[src/rtl/lupa_sched_pkg.sv]
`default_nettype none
// ----------------------------------------------------------------------------
// lupa_sched_pkg: shared types and default timing for the LUPA300 scheduler
// Rev 1.0
// ----------------------------------------------------------------------------
package lupa_sched_pkg;

  typedef enum logic [1:0] {
    IDLE = 2'd0,
    ARM  = 2'd1,
    RUN  = 2'd2
  } sched_state_e;

  localparam logic [1:0] ADDR_PERIOD = 2'd0;
  localparam logic [1:0] ADDR_START1 = 2'd1;
  localparam logic [1:0] ADDR_START2 = 2'd2;
  localparam logic [1:0] ADDR_START3 = 2'd3;

  localparam int LUPA_CNT_W      = 20;
  localparam int LUPA_FOT_CYC    = 624;
  localparam int LUPA_DEF_PERIOD = 450000;
  localparam int LUPA_DEF_START1 = 652;
  localparam int LUPA_DEF_START2 = 400000;
  localparam int LUPA_DEF_START3 = 430000;

endpackage
`default_nettype wire

[src/rtl/lupa_sync2.sv]
`default_nettype none
// ----------------------------------------------------------------------------
// lupa_sync2: two-flop synchronizer for sensor status lines (FV / LV)
// Rev 1.0
// ----------------------------------------------------------------------------
module lupa_sync2 #(
  parameter logic RST_VAL = 1'b0
) (
  input  logic clk_i,
  input  logic rst_n_i,
  input  logic d_i,
  output logic q_o
);

  logic meta_q;
  logic sync_q;

  always_ff @(posedge clk_i) begin
    if (!rst_n_i) begin
      meta_q <= RST_VAL;
      sync_q <= RST_VAL;
    end else begin
      meta_q <= d_i;
      sync_q <= meta_q;
    end
  end

  assign q_o = sync_q;

endmodule
`default_nettype wire

[src/rtl/lupa_exposure_sched.sv]
`default_nettype none
// ----------------------------------------------------------------------------
// lupa_exposure_sched: LUPA300 master-mode INT_TIME1..3 / FOT scheduler with
// shadow timing registers applied atomically at period wrap.   Rev 1.0
// ----------------------------------------------------------------------------
module lupa_exposure_sched
  import lupa_sched_pkg::*;
#(
  parameter int CNT_W      = LUPA_CNT_W,
  parameter int FOT_CYC    = LUPA_FOT_CYC,
  parameter int DEF_PERIOD = LUPA_DEF_PERIOD,
  parameter int DEF_START1 = LUPA_DEF_START1,
  parameter int DEF_START2 = LUPA_DEF_START2,
  parameter int DEF_START3 = LUPA_DEF_START3
) (
  input  logic             iCLOCK_80,
  input  logic             rst_n,
  input  logic             cfg_done,
  input  logic             enable,
  input  logic             frame_valid,
  input  logic             cfg_wr,
  input  logic [1:0]       cfg_addr,
  input  logic [CNT_W-1:0] cfg_data,
  output logic             int_time1,
  output logic             int_time2,
  output logic             int_time3,
  output logic             fot,
  output logic             upd_ack,
  output logic             sched_err,
  output logic [15:0]      frame_cnt
);

  localparam logic [CNT_W-1:0] FOT_W = CNT_W'(FOT_CYC);
  localparam logic [CNT_W-1:0] ONE   = CNT_W'(1);

  sched_state_e     state_q, state_d;
  logic [CNT_W-1:0] cnt_q, cnt_d;
  logic [15:0]      fcnt_q, fcnt_d;
  logic             pend_q, pend_d;
  logic             err_q, err_d;
  logic [CNT_W-1:0] per_q, st1_q, st2_q, st3_q;
  logic [CNT_W-1:0] sh_per_q, sh_st1_q, sh_st2_q, sh_st3_q;
  logic             int1_q, int2_q, int3_q, fot_q, ack_q;
  logic             fv_s;
  logic             wrap, apply, sh_ok, run_act;
  logic [CNT_W:0]   sh_lim;

  // Sync resets high so a fresh start always waits for a genuine low FV.
  lupa_sync2 #(.RST_VAL(1'b1)) u_fv_sync (
    .clk_i   (iCLOCK_80),
    .rst_n_i (rst_n),
    .d_i     (frame_valid),
    .q_o     (fv_s)
  );

  assign wrap    = (state_q == RUN) && (cnt_q == per_q - ONE);
  assign apply   = pend_q && ((state_q == IDLE) || (wrap && cfg_done));
  assign sh_lim  = {1'b0, sh_st3_q} + {1'b0, FOT_W};
  assign sh_ok   = (sh_per_q > FOT_W) && (sh_st1_q <= sh_st2_q) &&
                   (sh_st2_q <= sh_st3_q) && (sh_lim < {1'b0, sh_per_q});
  assign run_act = (state_q == RUN) && cfg_done;

  always_comb begin
    state_d = state_q;
    cnt_d   = cnt_q;
    fcnt_d  = fcnt_q;
    unique case (state_q)
      IDLE: begin
        cnt_d = '0;
        if (enable && cfg_done) state_d = ARM;
      end
      ARM: begin
        cnt_d = '0;
        if (!fv_s) state_d = RUN;
      end
      RUN: begin
        if (wrap) begin
          cnt_d  = '0;
          fcnt_d = fcnt_q + 16'd1;
          if (!enable) state_d = IDLE;
        end else begin
          cnt_d = cnt_q + ONE;
        end
      end
      default: state_d = IDLE;
    endcase
    // Loss of sensor configuration aborts the period without counting it.
    if (!cfg_done) begin
      state_d = IDLE;
      cnt_d   = '0;
      fcnt_d  = fcnt_q;
    end

    pend_d = cfg_wr ? 1'b1 : (apply ? 1'b0 : pend_q);
    err_d  = err_q;
    if (cfg_wr)          err_d = 1'b0;
    if (apply && !sh_ok) err_d = 1'b1;
  end

  always_ff @(posedge iCLOCK_80) begin
    if (!rst_n) begin
      state_q  <= IDLE;
      cnt_q    <= '0;
      fcnt_q   <= '0;
      pend_q   <= 1'b0;
      err_q    <= 1'b0;
      ack_q    <= 1'b0;
      int1_q   <= 1'b1;
      int2_q   <= 1'b1;
      int3_q   <= 1'b1;
      fot_q    <= 1'b0;
      per_q    <= CNT_W'(DEF_PERIOD);
      st1_q    <= CNT_W'(DEF_START1);
      st2_q    <= CNT_W'(DEF_START2);
      st3_q    <= CNT_W'(DEF_START3);
      sh_per_q <= CNT_W'(DEF_PERIOD);
      sh_st1_q <= CNT_W'(DEF_START1);
      sh_st2_q <= CNT_W'(DEF_START2);
      sh_st3_q <= CNT_W'(DEF_START3);
    end else begin
      state_q <= state_d;
      cnt_q   <= cnt_d;
      fcnt_q  <= fcnt_d;
      pend_q  <= pend_d;
      err_q   <= err_d;
      ack_q   <= apply && sh_ok;
      int1_q  <= !(run_act && (cnt_q >= st1_q));
      int2_q  <= !(run_act && (cnt_q >= st2_q));
      int3_q  <= !(run_act && (cnt_q >= st3_q));
      fot_q   <= run_act && (cnt_q >= per_q - FOT_W);
      if (apply && sh_ok) begin
        per_q <= sh_per_q;
        st1_q <= sh_st1_q;
        st2_q <= sh_st2_q;
        st3_q <= sh_st3_q;
      end
      if (cfg_wr) begin
        unique case (cfg_addr)
          ADDR_PERIOD: sh_per_q <= cfg_data;
          ADDR_START1: sh_st1_q <= cfg_data;
          ADDR_START2: sh_st2_q <= cfg_data;
          ADDR_START3: sh_st3_q <= cfg_data;
          default:     sh_per_q <= cfg_data;
        endcase
      end
    end
  end

  assign int_time1 = int1_q;
  assign int_time2 = int2_q;
  assign int_time3 = int3_q;
  assign fot       = fot_q;
  assign upd_ack   = ack_q;
  assign sched_err = err_q;
  assign frame_cnt = fcnt_q;

endmodule
`default_nettype wire

[config.mk]
export PLATFORM = sky130hd
export DESIGN_NAME = lupa_exposure_sched
export DESIGN_NICKNAME = d
export VERILOG_FILES = /design/src/rtl/lupa_sched_pkg.sv /design/src/rtl/lupa_sync2.sv /design/src/rtl/lupa_exposure_sched.sv
export SDC_FILE = /design/constraint.sdc
export NUM_CORES = 1
export LEC_CHECK = 0
export ABC_AREA = 1
export BUFFER_PORTS_ARGS = -buffer_cell sky130_fd_sc_hd__buf_2
export CAP_MARGIN = 20
export CORE_MARGIN = 1
export CORE_UTILIZATION = 50
export DETAILED_ROUTE_END_ITERATION = 12
export GPL_TIMING_DRIVEN = 0
export PLACE_DENSITY = 0.69
export SLEW_MARGIN = 0
export SYNTH_ARGS = -nofsm -noshare
export SYNTH_HDL_FRONTEND = slang
export SYNTH_SLANG_ARGS = --single-unit
[constraint.sdc]
create_clock -name iCLOCK_80 -period 3.68 [get_ports iCLOCK_80]
set_clock_uncertainty 0.15 [all_clocks]
set_input_delay 0.552 -clock iCLOCK_80 [delete_from_list [all_inputs] [get_ports iCLOCK_80]]
set_output_delay 0.552 -clock iCLOCK_80 [all_outputs]
set_load 0.1 [all_outputs]
**Word level (Yosys, flattened, before mapping)**

Cells that the tools add are included.

- Muxes and demuxes: 11
- Add/subtract/negate cells: 5
- Reduce and logical (&&, ||, !) cells: 32
- Equal/unequal tests: 10
- Magnitude comparators: 8

Operator list:

| cell | count |
|---|---|
| greater-or-equal comparator 20 bit | 4 |
| less-or-equal comparator 20 bit | 2 |
| one-hot mux 20 bit (2 select lines) | 1 |
| adder 20 x 10 -> 21 bit, second input constant | 1 |
| < comparator 21 x 20 -> 1 bit | 1 |
| adder 20 x 1 -> 20 bit, second input constant | 1 |
| == test 20 bit | 1 |
| > comparator 20 x 10 -> 1 bit, second input constant | 1 |
| 2-to-1 mux 20 bit | 1 |
| subtractor 20 x 1 -> 20 bit, second input constant | 1 |
| subtractor 20 x 10 -> 20 bit, second input constant | 1 |
| adder 16 x 1 -> 16 bit, second input constant | 1 |
| logical AND 1 bit | 14 |
| AND reduction 2 bit | 5 |
| 2-to-1 mux 2 bit | 4 |
| == test 2 bit, second input constant | 3 |
| != test 2 bit, second input constant | 3 |
| one-hot mux 2 bit (3 select lines) | 1 |
| nonzero test 2 bit | 3 |
| == test 2 x 1 -> 1 bit, second input constant | 2 |
| logical NOT 1 bit | 4 |
| logical NOT 2 bit | 2 |
| 2-to-1 mux 1 bit | 4 |
| AND reduction 4 bit | 1 |
| 4 further kinds | 4 |

- Input bits: 28
- Flip-flop bits (word level): 207
- Output and inout port bits: 22

**Logic depth before layout (Yosys ltp)**

- Word-level depth: 8
- Gate-level depth with buffers: 22

**Hierarchy**

A second synthesis with hierarchy kept.

- Cell total of the unflattened synthesis: 1907
- Area total of the unflattened synthesis: 13212.7 um^2

By module, submodules not included:

| module | instances | sequential area each (um^2) | cells each | area each (um^2) |
|---|---|---|---|---|
| lupa_exposure_sched | 1 | 4103.9 | 1901 | 13157.6 |
| lupa_sync2 | 1 | 40.0 | 6 | 55.1 |

**Least setup slack after synthesis**

No wires, ideal clock.

- Kind: register to register
- From: reg sh_st3_q[4]
- To: reg per_q[13]
- Period minus slack after synthesis: 3.283 ns
- Path buffers: 1
- Setup time: 0.110 ns
- Setup slack: 0.397 ns
- Cell stages (with the launch flop): 21
- Arrival: 3.023 ns
- Cell sequence: dfxtp_1 -> inv_1 -> ha_1 -> a21oi_1 -> nand2_1 -> o21ai_1 -> inv_1 -> nor4_1 -> xor2_1 -> ha_1 -> inv_1 -> nor3_1 -> a211oi_1 -> nand2_1 -> nand2_1 -> nand3_1 -> nor2_4 -> clkbuf_1 -> nand4_1 -> nand2_1 -> nor2_1

- Longest elaborated chain between the ends: 4
- Elaborated cells between the ends (all ways): 6
- Those cells by class: add/sub (1); order compare (2); reduce/logical (3)

Ends and longest elaborated chain:

| item | RTL line | RTL |
|---|---|---|
| from (decl) | lupa_exposure_sched.sv:42 | `logic [CNT_W-1:0] sh_per_q, sh_st1_q, sh_st2_q, sh_st3_q;` |
| from (signal assigned) | lupa_exposure_sched.sv:119 | `sh_st3_q <= CNT_W'(DEF_START3);` |
| from (signal assigned) | lupa_exposure_sched.sv:142 | `ADDR_START3: sh_st3_q <= cfg_data;` |
| adder 20 x 10 -> 21 bit / less-or-equal comparator 20 bit (equally long branches) | lupa_exposure_sched.sv:58, lupa_exposure_sched.sv:60 |  |
| < comparator 21 x 20 -> 1 bit / logical AND 1 bit (equally long branches) | lupa_exposure_sched.sv:60, lupa_exposure_sched.sv:59 |  |
| logical AND 1 bit (*) | lupa_exposure_sched.sv:60 | `(sh_st2_q <= sh_st3_q) && (sh_lim < {1'b0, sh_per_q});` |
| logical AND 1 bit (*) | lupa_exposure_sched.sv:131 | `if (apply && sh_ok) begin` |
| to (signal assigned) | lupa_exposure_sched.sv:112 | `per_q <= CNT_W'(DEF_PERIOD);` |
| to (signal assigned) | lupa_exposure_sched.sv:132 | `per_q <= sh_per_q;` |
| to (decl) | lupa_exposure_sched.sv:41 | `logic [CNT_W-1:0] per_q, st1_q, st2_q, st3_q;` |

Every way passes the cells marked *; elsewhere a longest branch is shown, timed or not.
A chain may end at the register's enable or synchronous reset.

**Final worst setup path**

- From: reg sh_st3_q[4]
- To: reg per_q[10]

The elaborated chain is that of the path after synthesis.

==> run summary <==
The die is 165 um wide. For the pin count of the biggest net entering global routing, the log shows 13. The synthesized-area fraction occupied by xor and xnor cells is 0.0396, and the sum of routed wire length over all layers is 41.8 mm.

Fraction of the cycle the final worst path needs: 0.948. The number of antenna violations at the first check in global routing came out at 0. The logs give 0.53 ns for the clock network latency to the later pin of the worst-skew pair and 13,300 um^2 for the area of the mapped netlist.

The footprint of the flip-flops and latches was 4150 um^2; the largest voltage drop on the vdd net was 404 uV. The category of the critical setup timing path is flop to flop. After detailed routing, the number of vias per cell comes to 5.47.

In this design, the critical path's most frequently occurring cell is sky130_fd_sc_hd__nand2_1. At the end of the flow, the number of nets in the layout was 2,201. At the pin with the least slew margin, the transition time is 0.819 ns. Setup slack on the critical path of the routed design comes to 0.191 ns.

The number of global-route vias before repair was 11,700. The worst setup path is captured at a flop. The run gives 7 as the number of optimization iterations in the first detailed-route pass.

The run gives 207 as the clock sink count. The post-layout minimum cycle time came out at 3.49 ns. The tools report the number of nets with antenna violations after routing as 0. The synthesized design contains 207 register bits. The detailed router finished its first iteration with 1,147 violations. The run gives 2,119 as the net count after synthesis.

The path class of the lowest-slack min-delay path is input port to flop. The dominant combinational cell family by area after synthesis was simple AND/OR/NAND/NOR gates. Clock tree synthesis inserted a total of 25 buffers.

The share of final-layout standard cells stronger than drive strength 1 came out at 0.0846. The logs give 7.35 nW for the leakage power of the design and 0 for the number of endpoints with negative hold slack in the final report. The run finished with clean final reports. The fraction of the mapped netlist area in adder cells is 0.137. The initial cell density of the core is 0.510. In this run the power density over the cells is 417 nW/um^2. Across the run, the number of max-cap violations was 0. Setup total negative slack on the finished layout was measured at 0 ns.

The logs give 0.287 GHz for the maximum clock frequency and 0 for the DRC violation count after routing. The run gives 0.0784 ns as the smallest hold slack. The total global routing overflow is 0. The first global-routing pass estimated 63.1 mm of wire. The max-slew violation count was 0; the number of port buffers was 49. In this run the cell area measured after placement is 13,900 um^2. The Yosys warning count is 0. Share of synthesized registers carrying an async set or reset: 0. For this design the top-level I/O count stands at 50. Yosys mapped the design onto 37 distinct sky130hd cell types. For the worst setup path, the data required time is 3.91 ns. The delay of the slowest critical-path stage was 0.37 ns. In the final layout, the multi-input gates occupy 7790 um^2.

The most common library cell in the layout ignoring fill and taps is sky130_fd_sc_hd__nand2_1. The floorplan has 59 rows. The signal on the critical path passes through inv_2, ha_2, a21oi_4, nand2_2, o21ai_4, inv_2, nor4_4, xor2_1, ha_1, inv_1, nor3_1, a211oi_1, nand2_1, nand2_1, nand3_1, nor2_4, buf_12, nand3_2, buf_6, nand2_1, nand3_1. The sum of net half-perimeters after detailed placement is 32.5 mm, and the die area is 27,200 um^2. The largest fanout on the critical path is 11. The tree is rooted in a sky130_fd_sc_hd__clkbuf_16.

The worst register-to-register path has a setup slack of 0.19 ns. The synthesized design contains 0 enable-type register cells. The routed wire length per instance is 17.6 um, and the number of inserted diodes is 0.

The total setup violations reported at the end of the flow came out at 0. Proportion of synthesized area in mux cells: 0. The floorplan step defined a core boundary enclosing 26,100 um^2. After clock tree synthesis, the clock-pin slew on the worst setup and hold paths is 0.06 ns.

In the layout the commonest cells are 439 x sky130_fd_sc_hd__nand2_1, 281 x sky130_fd_sc_hd__inv_1, 202 x sky130_fd_sc_hd__dfxtp_1. Compared with the post-synthesis result, the final layout area differs by 13.2%. STA classifies the critical path startpoint as a flop. Buffers inserted to repair hold after CTS numbered 0. Synthesis produced a netlist whose cell count is 1,946.

Fill cells in the final layout number 2,547. At the end of routability-driven placement, the weighted congestion stood at 0.995. The simple-gate portion of the synthesized area works out to 0.293. The die is 165 um tall. The depth of the CTS H-tree was 1.

The cell with the biggest individual delay on the critical path was sky130_fd_sc_hd__dfxtp_2. After routing the design area is 15,000 um^2. Summing over every cut layer, the via total after detailed routing is 13,000.

In this run the mean area of a mapped cell was 6.82 um^2. The relative slew slack came out at 0.448. The worst hold path was traced through 2 stages. TritonCTS built the clock tree. For the sequential cell area fraction in the yosys report, the log shows 0.312. The run gives 3.72 ns as the arrival time of the worst setup path. The count of cells along the worst register-to-register path was 21; the post-synthesis compound-gate area fraction was 0.111. Before CTS, the worst setup slack after placement is -0.369 ns.

For the total routing resource utilization after global routing, the log shows 0.306. The longest clock path from root to sink contains 3 buffers. In the synthesized netlist the dominant register cell turns out to be sky130_fd_sc_hd__dfxtp_1.
[sequential cells by signal, summed over array words and instances, names as in the netlist, 2 cells and up]
name	count
sh_st2_q	20
cnt_q	20
sh_st3_q	20
st1_q	20
per_q	20
sh_st1_q	20
state_q	2
sh_per_q	20
st3_q	20
frame_cnt	16
st2_q	20
[final timing paths]
check,start,endpoint
setup / recovery,sh_st3_q[4],per_q[10]
hold / removal,frame_valid,u_fv_sync.meta_q
setup reg to reg,sh_st3_q[4],per_q[10]
hold reg to reg,u_fv_sync.meta_q,u_fv_sync.q_o
[worst max-delay path: cells and delay by family (launching register included)]
kind | cells | cell delay, ns
buffers and inverters | 5 | 0.59
flip-flops | 1 | 0.37
adder cells (fa/ha/maj) | 2 | 0.50
XOR/XNOR | 1 | 0.24
AO/OA/AOI/OAI | 3 | 0.43
AND/OR/NAND/NOR | 10 | 1.06
[stage by stage]
| step | util | power [mW] | std cells |
|---|---|---|---|
| floorplan | - | 3.32 | 1946 |
| global placement | 0.535 | 3.61 | 2330 |
| global route | 0.577 | 6.56 | 2381 |
| CTS | 0.570 | 6.25 | 2376 |
| finish | 0.577 | 6.27 | 2381 |
| detailed placement | 0.535 | 3.65 | 2330 |
[where the power goes]
part | internal [mW] | switching, mW
sequential | 2.38 | 0.107
combinational | 0.416 | 0.792
clock | 1.58 | 1.00
[final cells by class]
type,count,share of cell area
buffer,73,0.0243
clock buffer,34,0.0478
clock inverter,11,0.00965
inverter,303,0.0756
multi-input combinational,1364,0.518
sequential,207,0.276
tap,335,0.0279
timing repair buffer,54,0.0208
[cell families after synthesis]
logic type / Yosys count
AO/OA/AOI/OAI: 273
XOR/XNOR: 60
adder cells (fa/ha/maj): 145
buffers and inverters: 376
flip-flops: 207
AND/OR/NAND/NOR: 885
[timing repair]
item	in CTS	in global routing
setup buffers	1	3
setup endpoints to repair	81	81
cloned	0	2
pin swaps	1	7
resized for setup	13	54
[routing by layer]
layer,vias to the layer above,global-route usage,wire length [um]
li1,6545,-,-
met5,-,0,0
met3,87,0.0465,2680
met1,5956,0.412,19000
met4,0,0.130,1760
met2,426,0.483,18400
[Yosys cell counts, types with 6 or more instances]
cell	count	area share
sky130_fd_sc_hd__xor2_1	46	0.030
sky130_fd_sc_hd__ha_1	145	0.14
sky130_fd_sc_hd__a21oi_1	137	0.052
sky130_fd_sc_hd__xnor2_1	14	0.0092
sky130_fd_sc_hd__inv_2	15	0.0042
sky130_fd_sc_hd__nor2_2	6	0.0028
sky130_fd_sc_hd__o211ai_1	20	0.011
sky130_fd_sc_hd__a211oi_1	10	0.0057
sky130_fd_sc_hd__o21ai_0	92	0.035
sky130_fd_sc_hd__dfxtp_1	207	0.31
sky130_fd_sc_hd__buf_2	16	0.0060
sky130_fd_sc_hd__clkbuf_1	54	0.015
sky130_fd_sc_hd__inv_1	285	0.081
sky130_fd_sc_hd__nor2_1	172	0.049
sky130_fd_sc_hd__nand3b_1	7	0.0040
sky130_fd_sc_hd__nand2_1	441	0.12
sky130_fd_sc_hd__nand3_1	101	0.038
sky130_fd_sc_hd__nor4_1	7	0.0033
sky130_fd_sc_hd__nand4_1	113	0.053
sky130_fd_sc_hd__nor3_1	25	0.0094
(Power assumes the default switching activity.)
